### src/rtl/urt_rx_cmd_ctrl_pkg.sv
// Shared constants for the URT RX command controller: opcodes, FSM states,
// prescale code decode and link-config reset values.
package urt_pkg;

  localparam logic [7:0] OP_CFG = 8'hAA;
  localparam logic [7:0] OP_WR  = 8'hBB;
  localparam logic [7:0] OP_RD  = 8'hCC;

  typedef enum logic [2:0] {
    ST_IDLE     = 3'd0,
    ST_CFG_DATA = 3'd1,
    ST_WR_ADDR  = 3'd2,
    ST_WR_DATA  = 3'd3,
    ST_RD_ADDR  = 3'd4
  } state_t;

  localparam logic [5:0] PRESC_8  = 6'd8;
  localparam logic [5:0] PRESC_16 = 6'd16;
  localparam logic [5:0] PRESC_32 = 6'd32;

  localparam logic       RST_PAR_EN   = 1'b0;
  localparam logic       RST_PAR_TYP  = 1'b0;
  localparam logic [5:0] RST_PRESCALE = PRESC_8;

  // Code 2'b11 has no ratio assigned; a CFG frame carrying it is rejected.
  function automatic logic presc_code_legal(input logic [1:0] code);
    return code != 2'b11;
  endfunction

  function automatic logic [5:0] presc_decode(input logic [1:0] code);
    case (code)
      2'b00:   return PRESC_8;
      2'b01:   return PRESC_16;
      2'b10:   return PRESC_32;
      default: return PRESC_8;
    endcase
  endfunction

endpackage

### src/rtl/urt_rx_cmd_ctrl_if.sv
// Byte stream from the URT receiver and strobes toward the register file.
// master = the RX/register-file side, slave = the command controller.
interface urt_rx_cmd_ctrl_if #(
  parameter int DATA_W = 8,
  parameter int ADDR_W = 8
);
  logic [DATA_W-1:0] rx_data;
  logic              rx_data_valid;
  logic              rx_err;
  logic              reg_wr_en;
  logic              reg_rd_en;
  logic [ADDR_W-1:0] reg_addr;
  logic [DATA_W-1:0] reg_wr_data;

  modport master (
    output rx_data, rx_data_valid, rx_err,
    input  reg_wr_en, reg_rd_en, reg_addr, reg_wr_data
  );

  modport slave (
    input  rx_data, rx_data_valid, rx_err,
    output reg_wr_en, reg_rd_en, reg_addr, reg_wr_data
  );
endinterface

### src/rtl/urt_gap_timer.sv
// Inter-byte gap timer. Down-counter reloaded with limit-1 while cleared;
// expired is asserted on the cycle the count reaches zero while enabled,
// so the owner acts exactly i_limit clocks after the last clear.
module urt_gap_timer #(
  parameter int CNT_W = 10
) (
  input  logic             CLK,
  input  logic             RST,
  input  logic             i_clr,
  input  logic             i_en,
  input  logic [CNT_W-1:0] i_limit,
  output logic             o_expired
);

  logic [CNT_W-1:0] r_cnt;

  // Reload on clear, otherwise count down to zero and hold there.
  always_ff @(posedge CLK or posedge RST) begin
    if (RST)
      r_cnt <= '0;
    else if (i_clr)
      r_cnt <= i_limit - 1'b1;
    else if (i_en && (r_cnt != '0))
      r_cnt <= r_cnt - 1'b1;
  end

  assign o_expired = i_en && (r_cnt == '0);

endmodule

### src/rtl/urt_rx_cmd_ctrl.sv
// Command/configuration controller behind the URT receiver.
//
//  state       | meaning
//  ST_IDLE     | waiting for an opcode byte
//  ST_CFG_DATA | OP_CFG seen, waiting for the link-config byte
//  ST_WR_ADDR  | OP_WR seen, waiting for the register address
//  ST_WR_DATA  | address latched, waiting for write data
//  ST_RD_ADDR  | OP_RD seen, waiting for the register address
//
// Every output is registered, so a response shows up one clock after the
// byte that caused it. An rx_err beats a coincident valid byte; a valid byte
// beats a coincident gap timeout.
module urt_rx_cmd_ctrl
  import urt_pkg::*;
#(
  parameter int DATA_W       = 8,
  parameter int ADDR_W       = 8,
  parameter int TIMEOUT_BITS = 20
) (
  input  logic                  CLK,
  input  logic                  RST,
  urt_rx_cmd_ctrl_if.slave      bus,
  output logic                  PAR_EN,
  output logic                  PAR_TYP,
  output logic [5:0]            Prescale,
  output logic                  busy,
  output logic                  frame_err,
  output logic                  cmd_err
);

  // Sized for the slowest link so the product below can never wrap.
  localparam int CNT_W = $clog2(TIMEOUT_BITS * 32 + 1);

  state_t            r_state, w_state_nxt;
  logic              r_par_en, w_par_en_nxt;
  logic              r_par_typ, w_par_typ_nxt;
  logic [5:0]        r_prescale, w_prescale_nxt;
  logic [ADDR_W-1:0] r_addr, w_addr_nxt;
  logic [DATA_W-1:0] r_wdata, w_wdata_nxt;
  logic              r_wr_en, w_wr_en_nxt;
  logic              r_rd_en, w_rd_en_nxt;
  logic              r_frame_err, w_frame_err_nxt;
  logic              r_cmd_err, w_cmd_err_nxt;
  logic              r_busy;

  logic              w_byte;
  logic              w_expired;
  logic              w_tmr_clr;
  logic              w_tmr_en;
  logic [CNT_W-1:0]  w_limit;

  assign w_byte    = bus.rx_data_valid && !bus.rx_err;
  assign w_tmr_en  = (r_state != ST_IDLE);
  assign w_tmr_clr = (r_state == ST_IDLE) || bus.rx_data_valid;
  assign w_limit   = CNT_W'(TIMEOUT_BITS) * CNT_W'(r_prescale);

  urt_gap_timer #(.CNT_W(CNT_W)) u_gap_timer (
    .CLK       (CLK),
    .RST       (RST),
    .i_clr     (w_tmr_clr),
    .i_en      (w_tmr_en),
    .i_limit   (w_limit),
    .o_expired (w_expired)
  );

  // FSM state register.
  always_ff @(posedge CLK or posedge RST) begin
    if (RST)
      r_state <= ST_IDLE;
    else
      r_state <= w_state_nxt;
  end

  // Next state and next values of all registered outputs.
  always_comb begin
    w_state_nxt     = r_state;
    w_par_en_nxt    = r_par_en;
    w_par_typ_nxt   = r_par_typ;
    w_prescale_nxt  = r_prescale;
    w_addr_nxt      = r_addr;
    w_wdata_nxt     = r_wdata;
    w_wr_en_nxt     = 1'b0;
    w_rd_en_nxt     = 1'b0;
    w_frame_err_nxt = 1'b0;
    w_cmd_err_nxt   = 1'b0;

    if (r_state == ST_IDLE) begin
      if (w_byte) begin
        if (bus.rx_data == DATA_W'(OP_CFG))
          w_state_nxt = ST_CFG_DATA;
        else if (bus.rx_data == DATA_W'(OP_WR))
          w_state_nxt = ST_WR_ADDR;
        else if (bus.rx_data == DATA_W'(OP_RD))
          w_state_nxt = ST_RD_ADDR;
        else
          w_cmd_err_nxt = 1'b1;
      end
    end else if (bus.rx_err) begin
      w_frame_err_nxt = 1'b1;
      w_state_nxt     = ST_IDLE;
    end else if (bus.rx_data_valid) begin
      case (r_state)
        ST_CFG_DATA: begin
          if (presc_code_legal(bus.rx_data[3:2])) begin
            w_par_en_nxt   = bus.rx_data[0];
            w_par_typ_nxt  = bus.rx_data[1];
            w_prescale_nxt = presc_decode(bus.rx_data[3:2]);
          end else begin
            w_frame_err_nxt = 1'b1;
          end
          w_state_nxt = ST_IDLE;
        end
        ST_WR_ADDR: begin
          w_addr_nxt  = bus.rx_data[ADDR_W-1:0];
          w_state_nxt = ST_WR_DATA;
        end
        ST_WR_DATA: begin
          w_wdata_nxt = bus.rx_data;
          w_wr_en_nxt = 1'b1;
          w_state_nxt = ST_IDLE;
        end
        ST_RD_ADDR: begin
          w_addr_nxt  = bus.rx_data[ADDR_W-1:0];
          w_rd_en_nxt = 1'b1;
          w_state_nxt = ST_IDLE;
        end
        default: w_state_nxt = ST_IDLE;
      endcase
    end else if (w_expired) begin
      w_frame_err_nxt = 1'b1;
      w_state_nxt     = ST_IDLE;
    end
  end

  // Output registers; link config only ever changes as one unit.
  always_ff @(posedge CLK or posedge RST) begin
    if (RST) begin
      r_par_en    <= RST_PAR_EN;
      r_par_typ   <= RST_PAR_TYP;
      r_prescale  <= RST_PRESCALE;
      r_addr      <= '0;
      r_wdata     <= '0;
      r_wr_en     <= 1'b0;
      r_rd_en     <= 1'b0;
      r_frame_err <= 1'b0;
      r_cmd_err   <= 1'b0;
      r_busy      <= 1'b0;
    end else begin
      r_par_en    <= w_par_en_nxt;
      r_par_typ   <= w_par_typ_nxt;
      r_prescale  <= w_prescale_nxt;
      r_addr      <= w_addr_nxt;
      r_wdata     <= w_wdata_nxt;
      r_wr_en     <= w_wr_en_nxt;
      r_rd_en     <= w_rd_en_nxt;
      r_frame_err <= w_frame_err_nxt;
      r_cmd_err   <= w_cmd_err_nxt;
      r_busy      <= (w_state_nxt != ST_IDLE);
    end
  end

  assign PAR_EN          = r_par_en;
  assign PAR_TYP         = r_par_typ;
  assign Prescale        = r_prescale;
  assign busy            = r_busy;
  assign frame_err       = r_frame_err;
  assign cmd_err         = r_cmd_err;
  assign bus.reg_wr_en   = r_wr_en;
  assign bus.reg_rd_en   = r_rd_en;
  assign bus.reg_addr    = r_addr;
  assign bus.reg_wr_data = r_wdata;

endmodule

### src/flat_wrapper.sv
// flat-port wrapper written by rule: the top's interface ports become plain ports
module urt_rx_cmd_ctrl_flat import urt_pkg::*;
#(
  parameter int DATA_W       = 8,
  parameter int ADDR_W       = 8,
  parameter int TIMEOUT_BITS = 20
)
  (CLK, RST, PAR_EN, PAR_TYP, Prescale, busy, frame_err, cmd_err, bus_rx_data, bus_rx_data_valid, bus_rx_err, bus_reg_wr_en, bus_reg_rd_en, bus_reg_addr, bus_reg_wr_data);
  urt_rx_cmd_ctrl_if #(.DATA_W(DATA_W), .ADDR_W(ADDR_W)) bus_i ();
  input  logic CLK;
  input  logic RST;
  output logic PAR_EN;
  output logic PAR_TYP;
  output logic [5:0] Prescale;
  output logic busy;
  output logic frame_err;
  output logic cmd_err;
  input wire logic [$bits(bus_i.rx_data)-1:0] bus_rx_data;
  input wire logic [$bits(bus_i.rx_data_valid)-1:0] bus_rx_data_valid;
  input wire logic [$bits(bus_i.rx_err)-1:0] bus_rx_err;
  output wire logic [$bits(bus_i.reg_wr_en)-1:0] bus_reg_wr_en;
  output wire logic [$bits(bus_i.reg_rd_en)-1:0] bus_reg_rd_en;
  output wire logic [$bits(bus_i.reg_addr)-1:0] bus_reg_addr;
  output wire logic [$bits(bus_i.reg_wr_data)-1:0] bus_reg_wr_data;
  assign bus_i.rx_data = bus_rx_data;
  assign bus_i.rx_data_valid = bus_rx_data_valid;
  assign bus_i.rx_err = bus_rx_err;
  assign bus_reg_wr_en = bus_i.reg_wr_en;
  assign bus_reg_rd_en = bus_i.reg_rd_en;
  assign bus_reg_addr = bus_i.reg_addr;
  assign bus_reg_wr_data = bus_i.reg_wr_data;
  urt_rx_cmd_ctrl #(.DATA_W(DATA_W), .ADDR_W(ADDR_W), .TIMEOUT_BITS(TIMEOUT_BITS)) u_core (.CLK(CLK), .RST(RST), .bus(bus_i), .PAR_EN(PAR_EN), .PAR_TYP(PAR_TYP), .Prescale(Prescale), .busy(busy), .frame_err(frame_err), .cmd_err(cmd_err));
endmodule
### config.mk
export PLATFORM = sky130hd
export DESIGN_NAME = urt_rx_cmd_ctrl_flat
export DESIGN_NICKNAME = d
export VERILOG_FILES = /design/src/rtl/urt_rx_cmd_ctrl_pkg.sv /design/src/rtl/urt_rx_cmd_ctrl_if.sv /design/src/rtl/urt_gap_timer.sv /design/src/rtl/urt_rx_cmd_ctrl.sv /design/src/flat_wrapper.sv
export SDC_FILE = /design/constraint.sdc
export NUM_CORES = 1
export LEC_CHECK = 0
export CORE_MARGIN = 8
export CORE_UTILIZATION = 30
export CTS_BUF_LIST = sky130_fd_sc_hd__clkbuf_16
export DETAILED_ROUTE_END_ITERATION = 8
export GPL_TIMING_DRIVEN = 0
export SETUP_SLACK_MARGIN = 0.15
export SLEW_MARGIN = 10
export SYNTH_ARGS = -nofsm -noshare
export SYNTH_HDL_FRONTEND = slang
export SYNTH_HIERARCHICAL = 1
export SYNTH_SLANG_ARGS = --single-unit
### constraint.sdc
create_clock -name CLK -period 3.3 [get_ports CLK]
set_clock_uncertainty 0.15 [all_clocks]
set_input_delay 0.33 -clock CLK [delete_from_list [all_inputs] [get_ports CLK]]
set_output_delay 0.33 -clock CLK [all_outputs]
set_load 0.005 [all_outputs]
==> flow_summary.json <==
{
  "run_status": "complete, no violations",
  "ys_seq_area_share_pct": 43.0,
  "p_comb_share_pct": 8.8,
  "hold_violations": 0,
  "critical_path_buf_inv_count": 4,
  "die-width_um": 103,
  "place_area_um2": 2830,
  "slew_violations": 0,
  "grt_max_degree": 30,
  "cts-buffers-inserted": 5,
  "synth_top_family_by_area": "simple AND/OR/NAND/NOR gates",
  "fillCellCount": 732,
  "rsz0062_at_grt": "no",
  "r2r_slack_ns": 0.36,
  "drt_iter0_drc": 53,
  "via_per_inst": 4.91,
  "start_kind": "register",
  "r2r-start": "u_core/r_state[2]",
  "ys_ff_latch": 39,
  "p_leak_nw": 1.41,
  "yosys-mux-area-fraction_pct": 12.6,
  "syn_area_um2": 2270,
  "slew-limit-headroom_pct": 29.7,
  "path_clk_slew_ns": 0.06,
  "cts_tree": "yes",
  "fin_nets": 288,
  "dpl.cell_count": 360,
  "synth_edf_count": 0,
  "vias": 1815,
  "wl_mm": 5.34,
  "switching_share_pct": 22.1,
  "fin_cells": 370,
  "hold_path_class": "input port to async pin",
  "synth_compound_area_share_pct": 12.3,
  "maxCapViolCount": 0,
  "layout-drive-gt1-share_pct": 21.0,
  "fin_area_um2": 3070,
  "clock.fmax_mhz": 341,
  "postCtsHoldBufs": 0,
  "cp-end-kind": "register",
  "gp_congestion": 0.783,
  "synthDistinctLibCells": 60,
  "diodes": 0,
  "crit_fanout": 10,
  "synth_xor_area_share_pct": 3.47,
  "synthSimpleGateAreaFrac_pct": 20.6,
  "cts.sinks": 39,
  "grt_pass1_vias": 1920,
  "rows": 31,
  "crit_type": "register to register",
  "tightest_slew_ns": 1.05,
  "worstRegToRegCells": 11,
  "grtUsageTotal_pct": 11.1,
  "wl_per_cell_um": 14.4,
  "crit_arrival_ns": 3.00,
  "die_height_um": 103,
  "cp.required_ns": 3.36,
  "r2r_end": "u_core/u_gap_timer/r_cnt[6]",
  "p_int_mw": 0.891,
  "start_util_pct": 31.1,
  "grt_remaining_overflow": 0,
  "firstDrtPassIters": 4,
  "io_pins": 41,
  "power_density_nw_per_um2": 373,
  "postRouteAntennaNets": 0,
  "cp_common_cell": "buf_6",
  "synth.top_cells.by_count": "dfrtp_1 (38), mux2_4 (11), nor2_1 (9)",
  "dieArea_um2": 10600,
  "drc": 0,
  "synth_area_per_cell_um2": 10.9,
  "cp_cell_sequence": "buf_2 -> or3_4 -> nand2b_4 -> buf_6 -> clkbuf_4 -> buf_6 -> mux2i_4 -> ha_4 -> o211ai_1 -> or4_1 -> nand4_1",
  "syn-instance-count": 208,
  "grt_pass1_wl_mm": 9.34,
  "synth_top_area_share_pct": 41.9,
  "synth_fa_ha_area_share_pct": 3.31,
  "max_stage_delay_ns": 0.46,
  "crit_path_top_delay_cell": "or3_4",
  "clk_path_buf_depth": 2,
  "path_delay_family": "simple AND/OR/NAND/NOR gates",
  "cts_root_buf": "clkbuf_16",
  "seqPwrFrac_pct": 43.8,
  "setup_viol": 0,
  "yosys.area.top_type": "dfrtp_1",
  "synthTopCellsByArea": "dfrtp_1 (42%), mux2_4 (7.3%), mux2_2 (4.0%), ha_1 (3.3%), xor2_1 (2.7%)",
  "core_um2": 7290,
  "htreeDepth": 2,
  "antenna_found_initial": 0,
  "insertion_delay_ns": 0.28,
  "hpwlAfterDp_mm": 3.98,
  "yosys_warnings": 6,
  "synth_ff_type": "dfrtp_1",
  "pwr-share-clk_pct": 47.5,
  "switching_power_mw": 0.253,
  "yosysMostFrequentCell": "dfrtp_1",
  "ir_drop_uv": 201,
  "io_buffers": 37,
  "fin_crit_sh_pct": 89.0,
  "min_period_ns": 2.94,
  "synthArstFlopShare_pct": 100,
  "area_growth_pct": 35.2
}
## metal layers
| metal | GRT usage [%] | wire [um] |
|---|---|---|
| met5 | 0 | 0 |
| met4 | 3.56 | 60 |
| met3 | 4.12 | 370 |
| met2 | 18.2 | 2560 |
| met1 | 13.2 | 2360 |
## worst register-to-register path, stage by stage (launching register included)
cell and delay, ns:
dfrtp_1 0.36, buf_2 0.17, or3_4 0.46, nand2b_4 0.11
buf_6 0.14, clkbuf_4 0.20, buf_6 0.17, mux2i_4 0.26
ha_4 0.19, o211ai_1 0.15, or4_1 0.43, nand4_1 0.10
## cell type report
type	count	area, um^2	share of cell area, %
multi-input cells	166	1290	42.2
clock inverters	3	41.3	1.35
repair buffers	39	385	12.6
flip-flops and latches	39	977	31.8
clock buffers	5	125	4.08
plain buffers	13	98.8	3.22
well taps	99	124	4.04
inverters	6	22.5	0.734
## power groups by stage
| stage | Clock, mW | Combinational, mW | Sequential, mW |
|---|---|---|---|
| 2_1_floorplan | 0 | 0.0561 | 0.506 |
| 3_3_place_gp | 0 | 0.0944 | 0.508 |
| 3_5_place_dp | 0 | 0.0957 | 0.508 |
| 4_1_cts | 0.564 | 0.0974 | 0.499 |
| 5_1_grt | 0.577 | 0.114 | 0.502 |
| 6_report | 0.543 | 0.100 | 0.500 |
## stage by stage
stage                     setup slack, ns  utilization [%]  power (mW)  setup TNS, ns  hold slack (ns)
after CTS                           0.158             41.4        1.16              0            0.242
after floorplan                     0.225                -       0.562              0           0.0202
final                               0.364             42.1        1.14              0            0.230
after global routing                0.223             42.1        1.19              0            0.280
after global placement             -0.209             38.8       0.602         -0.546            0.320
after detailed placement           -0.327             38.8       0.604          -1.02            0.330
## cell usage in the layout (no fill, tap or decap), types with 3 or more instances in the layout
master and instances:
clkbuf_16 5, mux2_4 11, nand4b_1 3, xor2_1 7
conb_1 17, buf_6 3, nor2_1 9, buf_4 7
mux2_2 8, nor3_1 4, nor3b_1 4, and2_1 3
o21ai_0 8, nor4_1 4, a21oi_1 7, nand2_1 8
ha_1 5, nand3_1 4, nor2b_1 3, or4_1 4
or3_1 7, buf_2 4, dfrtp_1 38, and3_1 3
clkdlybuf4s50_1 37, inv_1 6
## registers in the layout, summed over array words and instances, names as in the netlist
| signal | flops |
|---|---|
| u_core/cmd_err | 1 |
| u_core/u_gap_timer/r_cnt | 10 |
| u_core/bus.reg_wr_data | 8 |
| u_core/PAR_TYP | 1 |
| u_core/bus.reg_rd_en | 1 |
| u_core/frame_err | 1 |
| u_core/PAR_EN | 1 |
| u_core/busy | 1 |
| u_core/Prescale | 3 |
| u_core/bus.reg_addr | 8 |
| u_core/r_state | 3 |
| u_core/bus.reg_wr_en | 1 |
## repair_timing
action,4_1_cts,5_1_grt
endpoints found under the setup margin,4,4
pin swaps,1,0
gates cloned,0,0
gates resized for setup,7,7
buffers inserted,1,1
## worst max path at each step
stage,from,slack (ns),to,cells after the start
2_1_floorplan,u_core/r_state[2],0.23,u_core/u_gap_timer/r_cnt[6],11
4_1_cts,u_core/r_state[2],0.16,u_core/u_gap_timer/r_cnt[6],11
3_3_place_gp,u_core/r_state[2],-0.21,u_core/u_gap_timer/r_cnt[6],11
5_1_grt,u_core/r_state[2],0.22,u_core/u_gap_timer/r_cnt[4],11
3_5_place_dp,u_core/r_state[2],-0.33,u_core/u_gap_timer/r_cnt[6],11
6_report,u_core/r_state[2],0.36,u_core/u_gap_timer/r_cnt[6],11
## cells by family (layout without fill, tap and decap cells)
family | Yosys count | count (layout)
DFF | 39 | 39
muxes | 22 | 22
xor gates and xnor gates | 9 | 9
and+or+nand+nor | 73 | 73
AOI/OAI and AO/OA | 39 | 39
other | 1 | 17
adders and majority gates | 6 | 6
buffers and inverters | 19 | 66
(Power assumes the default switching activity.)
